**config.mk**
```make
export PLATFORM = sky130hd
export DESIGN_NAME = parallel_pe
export DESIGN_NICKNAME = d
export VERILOG_FILES = /design/src/rtl/pe_pkg.sv /design/src/rtl/pe_add_tree.sv /design/src/rtl/parallel_pe.sv
export SDC_FILE = /design/constraint.sdc
export NUM_CORES = 2
export LEC_CHECK = 0
export ABC_AREA = 1
export ABC_CLOCK_PERIOD_IN_PS = 8000
export CAP_MARGIN = 20
export CORE_MARGIN = 4
export CORE_UTILIZATION = 25
export DETAILED_ROUTE_END_ITERATION = 16
export PLACE_DENSITY = 0.35
export RECOVER_POWER = 25
export SLEW_MARGIN = 10
export SYNTH_ARGS = -nofsm -noshare
export SYNTH_HDL_FRONTEND = slang
export SYNTH_SLANG_ARGS = --single-unit
```
**constraint.sdc**
```tcl
create_clock -name clk -period 8 [get_ports clk]
set_input_delay 1.6 -clock clk [delete_from_list [all_inputs] [get_ports clk]]
set_output_delay 1.6 -clock clk [all_outputs]
set_load 0.005 [all_outputs]
```
**src/rtl/pe_pkg.sv**
```systemverilog
// Shared constants for the parallel processing element: default parameters
// and bit positions inside the ctl field.
package pe_pkg;
    localparam int DATA_W_DEF = 16;
    localparam int LANES_DEF  = 4;
    localparam int ACC_W_DEF  = 40;
    localparam int OUT_W_DEF  = 32;

    localparam int CTL_FIRST = 0;
    localparam int CTL_LAST  = 1;
endpackage

```
**src/rtl/pe_add_tree.sv**
```systemverilog
// Combinational signed sum of LANES packed terms, each sign-extended to ACC_W.
module pe_add_tree #(
    parameter int LANES = 4,
    parameter int IN_W  = 32,
    parameter int ACC_W = 40
) (
    input  logic [LANES*IN_W-1:0]  terms,
    output logic signed [ACC_W-1:0] sum
);
    always_comb begin
        sum = '0;
        for (int i = 0; i < LANES; i++) begin
            sum = sum + ACC_W'($signed(terms[i*IN_W +: IN_W]));
        end
    end
endmodule

```
**src/rtl/parallel_pe.sv**
```systemverilog
// Two-stage multiply/accumulate dot-product engine with a registered output.
// Optional macro PE_SAT_EN saturates the result to OUT_W and flags ovf_o.
module parallel_pe
    import pe_pkg::*;
#(
    parameter int DATA_W = DATA_W_DEF,
    parameter int LANES  = LANES_DEF,
    parameter int ACC_W  = ACC_W_DEF,
    parameter int OUT_W  = OUT_W_DEF
) (
    input  logic                    clk,
    input  logic                    rst,
    input  logic [LANES*DATA_W-1:0] neuron,
    input  logic [LANES*DATA_W-1:0] weight,
    input  logic [1:0]              ctl,
    input  logic                    vld_i,
    output logic                    rdy_o,
    output logic [OUT_W-1:0]        result,
    output logic                    ovf_o,
    output logic                    vld_o,
    input  logic                    rdy_i
);
    localparam int PROD_W = 2 * DATA_W;

    logic                     stall;
    logic                     accept;
    logic [LANES*PROD_W-1:0]  prod_c;
    logic [LANES*PROD_W-1:0]  s1_prod;
    logic [1:0]               s1_ctl;
    logic                     s1_vld;
    logic signed [ACC_W-1:0]  lane_sum;
    logic signed [ACC_W-1:0]  acc;
    logic signed [ACC_W-1:0]  acc_next;
    logic [OUT_W-1:0]         out_next;
    logic                     ovf_next;

    // A held output blocks the whole pipe so nothing behind it is lost.
    assign stall  = vld_o & ~rdy_i;
    assign rdy_o  = ~stall & ~rst;
    assign accept = vld_i & rdy_o;

    always_comb begin
        prod_c = '0;
        for (int i = 0; i < LANES; i++) begin
            prod_c[i*PROD_W +: PROD_W] =
                PROD_W'($signed(neuron[i*DATA_W +: DATA_W])) *
                PROD_W'($signed(weight[i*DATA_W +: DATA_W]));
        end
    end

    always_ff @(posedge clk) begin
        if (rst) begin
            s1_vld  <= 1'b0;
            s1_prod <= '0;
            s1_ctl  <= '0;
        end else if (!stall) begin
            s1_vld <= accept;
            if (accept) begin
                s1_prod <= prod_c;
                s1_ctl  <= ctl;
            end
        end
    end

    pe_add_tree #(
        .LANES (LANES),
        .IN_W  (PROD_W),
        .ACC_W (ACC_W)
    ) u_add_tree (
        .terms (s1_prod),
        .sum   (lane_sum)
    );

    assign acc_next = s1_ctl[CTL_FIRST] ? lane_sum : acc + lane_sum;

`ifdef PE_SAT_EN
    localparam logic signed [ACC_W-1:0] SAT_MAX =
        {{(ACC_W-OUT_W+1){1'b0}}, {(OUT_W-1){1'b1}}};
    localparam logic signed [ACC_W-1:0] SAT_MIN =
        {{(ACC_W-OUT_W+1){1'b1}}, {(OUT_W-1){1'b0}}};
`endif

    always_comb begin
        out_next = acc_next[OUT_W-1:0];
        ovf_next = 1'b0;
`ifdef PE_SAT_EN
        if (acc_next > SAT_MAX) begin
            out_next = SAT_MAX[OUT_W-1:0];
            ovf_next = 1'b1;
        end else if (acc_next < SAT_MIN) begin
            out_next = SAT_MIN[OUT_W-1:0];
            ovf_next = 1'b1;
        end
`endif
    end

    always_ff @(posedge clk) begin
        if (rst) begin
            acc <= '0;
        end else if (!stall && s1_vld) begin
            acc <= acc_next;
        end
    end

    always_ff @(posedge clk) begin
        if (rst) begin
            result <= '0;
            ovf_o  <= 1'b0;
            vld_o  <= 1'b0;
        end else if (!stall) begin
            if (s1_vld && s1_ctl[CTL_LAST]) begin
                result <= out_next;
                ovf_o  <= ovf_next;
                vld_o  <= 1'b1;
            end else begin
                vld_o <= 1'b0;
            end
        end
    end
endmodule

```
-- Word level (Yosys, flattened, before mapping)
Cells that the tools add are included.
W data, S select, Z words.
- $mul: 4
- shifts and indexed selects: 0
- $add $sub $neg: 4
- bitwise operators: 6
- divide/modulo/power cells: 0
- equal/unequal tests: 0
- reduce and logical (&&, ||, !) cells: 5
- muxes and demuxes: 2
- magnitude comparators: 0
- operators with widths (cell ; count):
    $mul A16 B16 Y32 ; 4
    $add A40 B32 Y40 ; 1
    $add A40 B40 Y40 ; 1
    $mux W40 ; 1
    $add A33 B32 Y34 ; 1
    $add A32 B32 Y33 ; 1
    $reduce_and A2 Y1 ; 2
    $and A1 B1 Y1 ; 3
    $not A1 Y1 ; 3
    $logic_and A1 B1 Y1 ; 2
    $logic_not A1 Y1 ; 1
    $mux W1 ; 1
- ROM bits: 0
- memories: 0
- latch bits: 0
- RAM bits: 0
- output and inout bits: 35
- logic and storage cells: 27
- register bits: 204
- input bits: 134

-- Logic depth before layout (Yosys ltp)
- depth in word-level cells: 6
- depth in mapped cells: 41
- mapped depth without buffers: 41

-- Cells and area by module
Synthesis repeated with hierarchy kept, for this count alone.
- cells, all modules: 7883
- area total of the unflattened synthesis: 56655.6 µm²
- modules (own cells, without submodules) (module ; sequential area each (µm²) ; area an instance (µm²) ; instances ; cells an instance):
    parallel_pe ; 3923.8 ; 52292.7 ; 1 ; 7168
    pe_add_tree ; 0.0 ; 4362.9 ; 1 ; 715

-- Worst setup path before layout
OpenSTA, ideal clock, no wires.
- path kind: input port to flip-flop
- start: input port weight[33]
- end: register s1_prod[89]
- required time: 7885 ps
- setup slack: 1173 ps
- stages on the path: 24
- path buffers: 2
- data arrival time: 6712 ps
- library setup time: 115 ps
- cell sequence: clkbuf_1 -> clkbuf_1 -> nand2_1 -> fa_1 -> inv_1 -> fa_1 -> inv_1 -> fa_1 -> inv_1 -> fa_1 -> inv_1 -> fa_1 -> inv_1 -> fa_1 -> ha_1 -> a21oi_1 -> o21ai_0 -> a21oi_1 -> nand3_1 -> a21o_1 -> nand2_1 -> nand2_1 -> o21ai_0 -> inv_1
- word-level cells in the longest chain between the ends: 1
- ends and longest elaborated chain (item ; line ; source):
    from (decl) ; parallel_pe.sv:14 ; input logic [LANES*DATA_W-1:0] weight,
    $mul A16 B16 Y32 ; parallel_pe.sv:46 ; PROD_W'($signed(neuron[i*DATA_W +: DATA_W])) *
    to (signal assigned) ; parallel_pe.sv:59 ; s1_prod <= prod_c;
    to (decl) ; parallel_pe.sv:28 ; logic [LANES*PROD_W-1:0] s1_prod;
Every way passes these cells.
A chain may end at the register's enable or synchronous reset.

-- Worst setup path in the final report
- start: input port neuron[9]
- end: register s1_prod[24]
- word-level cells in the longest chain between the ends: 1
- ends and longest elaborated chain (item ; line ; source):
    from (decl) ; parallel_pe.sv:13 ; input logic [LANES*DATA_W-1:0] neuron,
    $mul A16 B16 Y32 ; parallel_pe.sv:46 ;
Every way passes these cells.

==> summary.txt <==
Global route
  • Antenna violations before repair: 2
  • Global-route usage over all layers: 15.3%
  • First-pass GRT wire length: 278000 microns
  • Total grt overflow: 0
  • Vias in the first global route: 48200
  • Largest net degree at the start of global routing: 196

Timing
  • F_max: 0.132 GHz
  • Final worst-path cycle share: 94.5%
  • Worst-case clock skew: 0.0192 ns
  • Measured slew at the worst slew-check pin: 2.63 ns
  • Fin worst setup slack: 0.443 ns
  • Slew HR: -76.1%
  • RSZ-0062 raised after global routing: no
  • Final slew viol count: 165
  • Final min period: 7.56 ns
  • Final setup vio count: 0
  • Final Hold Violating Endpoints: 0

Placed design
  • Dpl hpwl: 152000 microns
  • Placed Instance Area: 61000 sq um
  • Place WS: -0.0269 ns
  • IO Port Bufs: 167
  • Post-Place Cells: 10400
  • Gpl congestion: 0.876

Setup path
  • CP Capture Type: register
  • Setup slack, reg-to-reg: 1.37 ns
  • Most used cell, CP: fa_1
  • Slowest stage cell, crit path: clkdlybuf4s50_1
  • Worst EP required: 8.41 ns
  • Crit path largest cell delay: 0.82 ns
  • Cells along the critical path: clkdlybuf4s50_1 -> buf_4 -> nand2_1 -> fa_1 -> inv_1 -> fa_1 -> inv_1 -> fa_1 -> fa_1 -> fa_1 -> inv_1 -> fa_1 -> ha_1 -> a21oi_1 -> o21ai_0 -> a21oi_1 -> nand3_1 -> a21o_1 -> nand2_1 -> nand2_1 -> o21ai_0 -> inv_1
  • Crit start category: input port
  • Critical path fanouts, max: 10
  • Crit path arrival time: 7.96 ns
  • CP Class: input port to register

Yosys
  • Post-synth net total: 9047
  • Distinct cell type count after synthesis: 56
  • Synth Flop Type: dfxtp_1
  • Post-synth EDFFs: 0
  • Yosys Warn Count: 0
  • Synth top area share: 39.3%
  • Top cells by area, synth: fa_1 (39%), inv_1 (13%), nand2_1 (13%)
  • Yosys reg bits: 196
  • Mapped Area: 55200 sq um
  • Synth Instances: 7404
  • Top post-synthesis cells by count: inv_1 (1949), nand2_1 (1887), fa_1 (1082)
  • Async S/R FF share, synth: 0%
  • Yosys top cell by area: fa_1
  • Register area share after synthesis: 7.11%
  • Synth Area per Inst: 7.45 sq um
  • Top-count cell post-synth: inv_1

Flow run
  • Max_cap viols: 4

Clock tree
  • Sink Count: 196
  • # Post-CTS Setup Buffers: 0
  • Max Root-Sink Buffers: 2
  • TritonCTS buffer count: 17
  • Hold Buf Count CTS: 0
  • H-Tree Depth: 4
  • Clk root buf: clkbuf_16
  • CTS tree: built
  • Worst skew pair latency: 0.50 ns
  • Cts repair resizes: 0
  • Clk slew on worst S/H paths: 0.09 ns

Drt
  • First DRT Iteration DRCs: 2090
  • Remaining antenna violation count: 0
  • Via count: 44500
  • Wirelength per Cell: 16.4 microns
  • WL final: 171000 microns
  • Vias per cell: 4.27
  • First-pass DRT Iterations: 6
  • DRC: 0

Floorplanning
  • Die area: 228000 sq um
  • DIE WIDTH: 478 microns
  • Core Area: 220000 sq um
  • Initial core utilization: 25.1%
  • Die height: 478 microns
  • IO Pins: 169
  • Cell Rows: 172

Outcome
  • Failing checks: capacitance limit, slew limit
  • Status: finished with violations

Finish
  • Layout cells sized above 1: 4.88%
  • Final Non-Filler Cells: 10400
  • Layout Nets: 9184
  • Design Area, Final: 61700 sq um
  • Layout area overhead: 11.8%
  • Fin util: 28.1%

Min path
  • Worst min-delay path category: register to register
-- metrics by stage --
step	TNS [ns]	hold slack [ns]
final	0	0.464
after global routing	0	0.488
after CTS	0	0.471
after detailed placement	-0.0269	0.460
after global placement	-0.0500	0.457
after floorplan	0	0.443
-- layer usage --
metal | vias to the layer above | wire, microns | track usage [%]
met1 | 22000 | 81700 | 21.1
li1 | 21900 | - | -
met2 | 516 | 84100 | 27.0
met5 | - | 13 | 0
met3 | 102 | 3340 | 0.932
met4 | 2 | 2030 | 2.01
-- flip-flops by register name (all words and copies together), names as in the netlist --
register  flops
acc          32
result       32
s1_ctl        2
s1_prod     128
s1_vld        1
vld_o         1
-- kinds of logic (layout without fill, tap and decap cells) --
| family | count (synthesis) | count (layout) | share of synthesized area, % |
|---|---|---|---|
| simple gates | 2704 | 2704 | 20.0 |
| buf+inv | 2222 | 2372 | 15.3 |
| fa+ha+maj | 1509 | 1509 | 49.0 |
| compound gates | 633 | 633 | 6.34 |
| flops | 196 | 196 | 7.11 |
| xor+xnor | 139 | 139 | 2.30 |
| other cells | 1 | 3 | 0.00680 |
-- cell usage in the layout, fill, tap and decap left out, drive strengths merged, types with 196 or more instances in the layout --
cell,n
nand3,270
dfxtp,196
ha,427
a21oi,268
o21ai,250
fa,1082
nor2,346
buf,209
inv,1965
nand2,1897
-- critical path: cells and delay by family --
kind	cells	cell delay (ns)
AOI/OAI and AO/OA	5	1.27
adders and majority gates	7	3.30
buffers and inverters	6	1.32
and+or+nand+nor	4	0.46
-- worst paths after layout --
path | from | end | cells after the start
setup reg to reg | s1_prod[65]$_SDFFE_PP0P_ | result[29]$_SDFFE_PP0P_ | 33
hold reg to reg | s1_ctl[1]$_SDFFE_PP0P_ | s1_ctl[1]$_SDFFE_PP0P_ | 2
setup / recovery | neuron[9] | s1_prod[24]$_SDFFE_PP0P_ | 22
hold / removal | s1_ctl[1]$_SDFFE_PP0P_ | s1_ctl[1]$_SDFFE_PP0P_ | 2
-- final cells by class --
type | count | area, sq um
fillers | 24300 | 158000
multi-input cells | 4986 | 42800
well taps | 2871 | 3590
clock inverters | 13 | 188
clock buffers | 19 | 453
repair buffers | 378 | 3300
diodes | 2 | 5.00
flip-flops and latches | 196 | 3920
inverters | 1962 | 7370
Power is not shown: default switching activity piles up to over one toggle a cycle in this logic, so the estimate is an artifact.
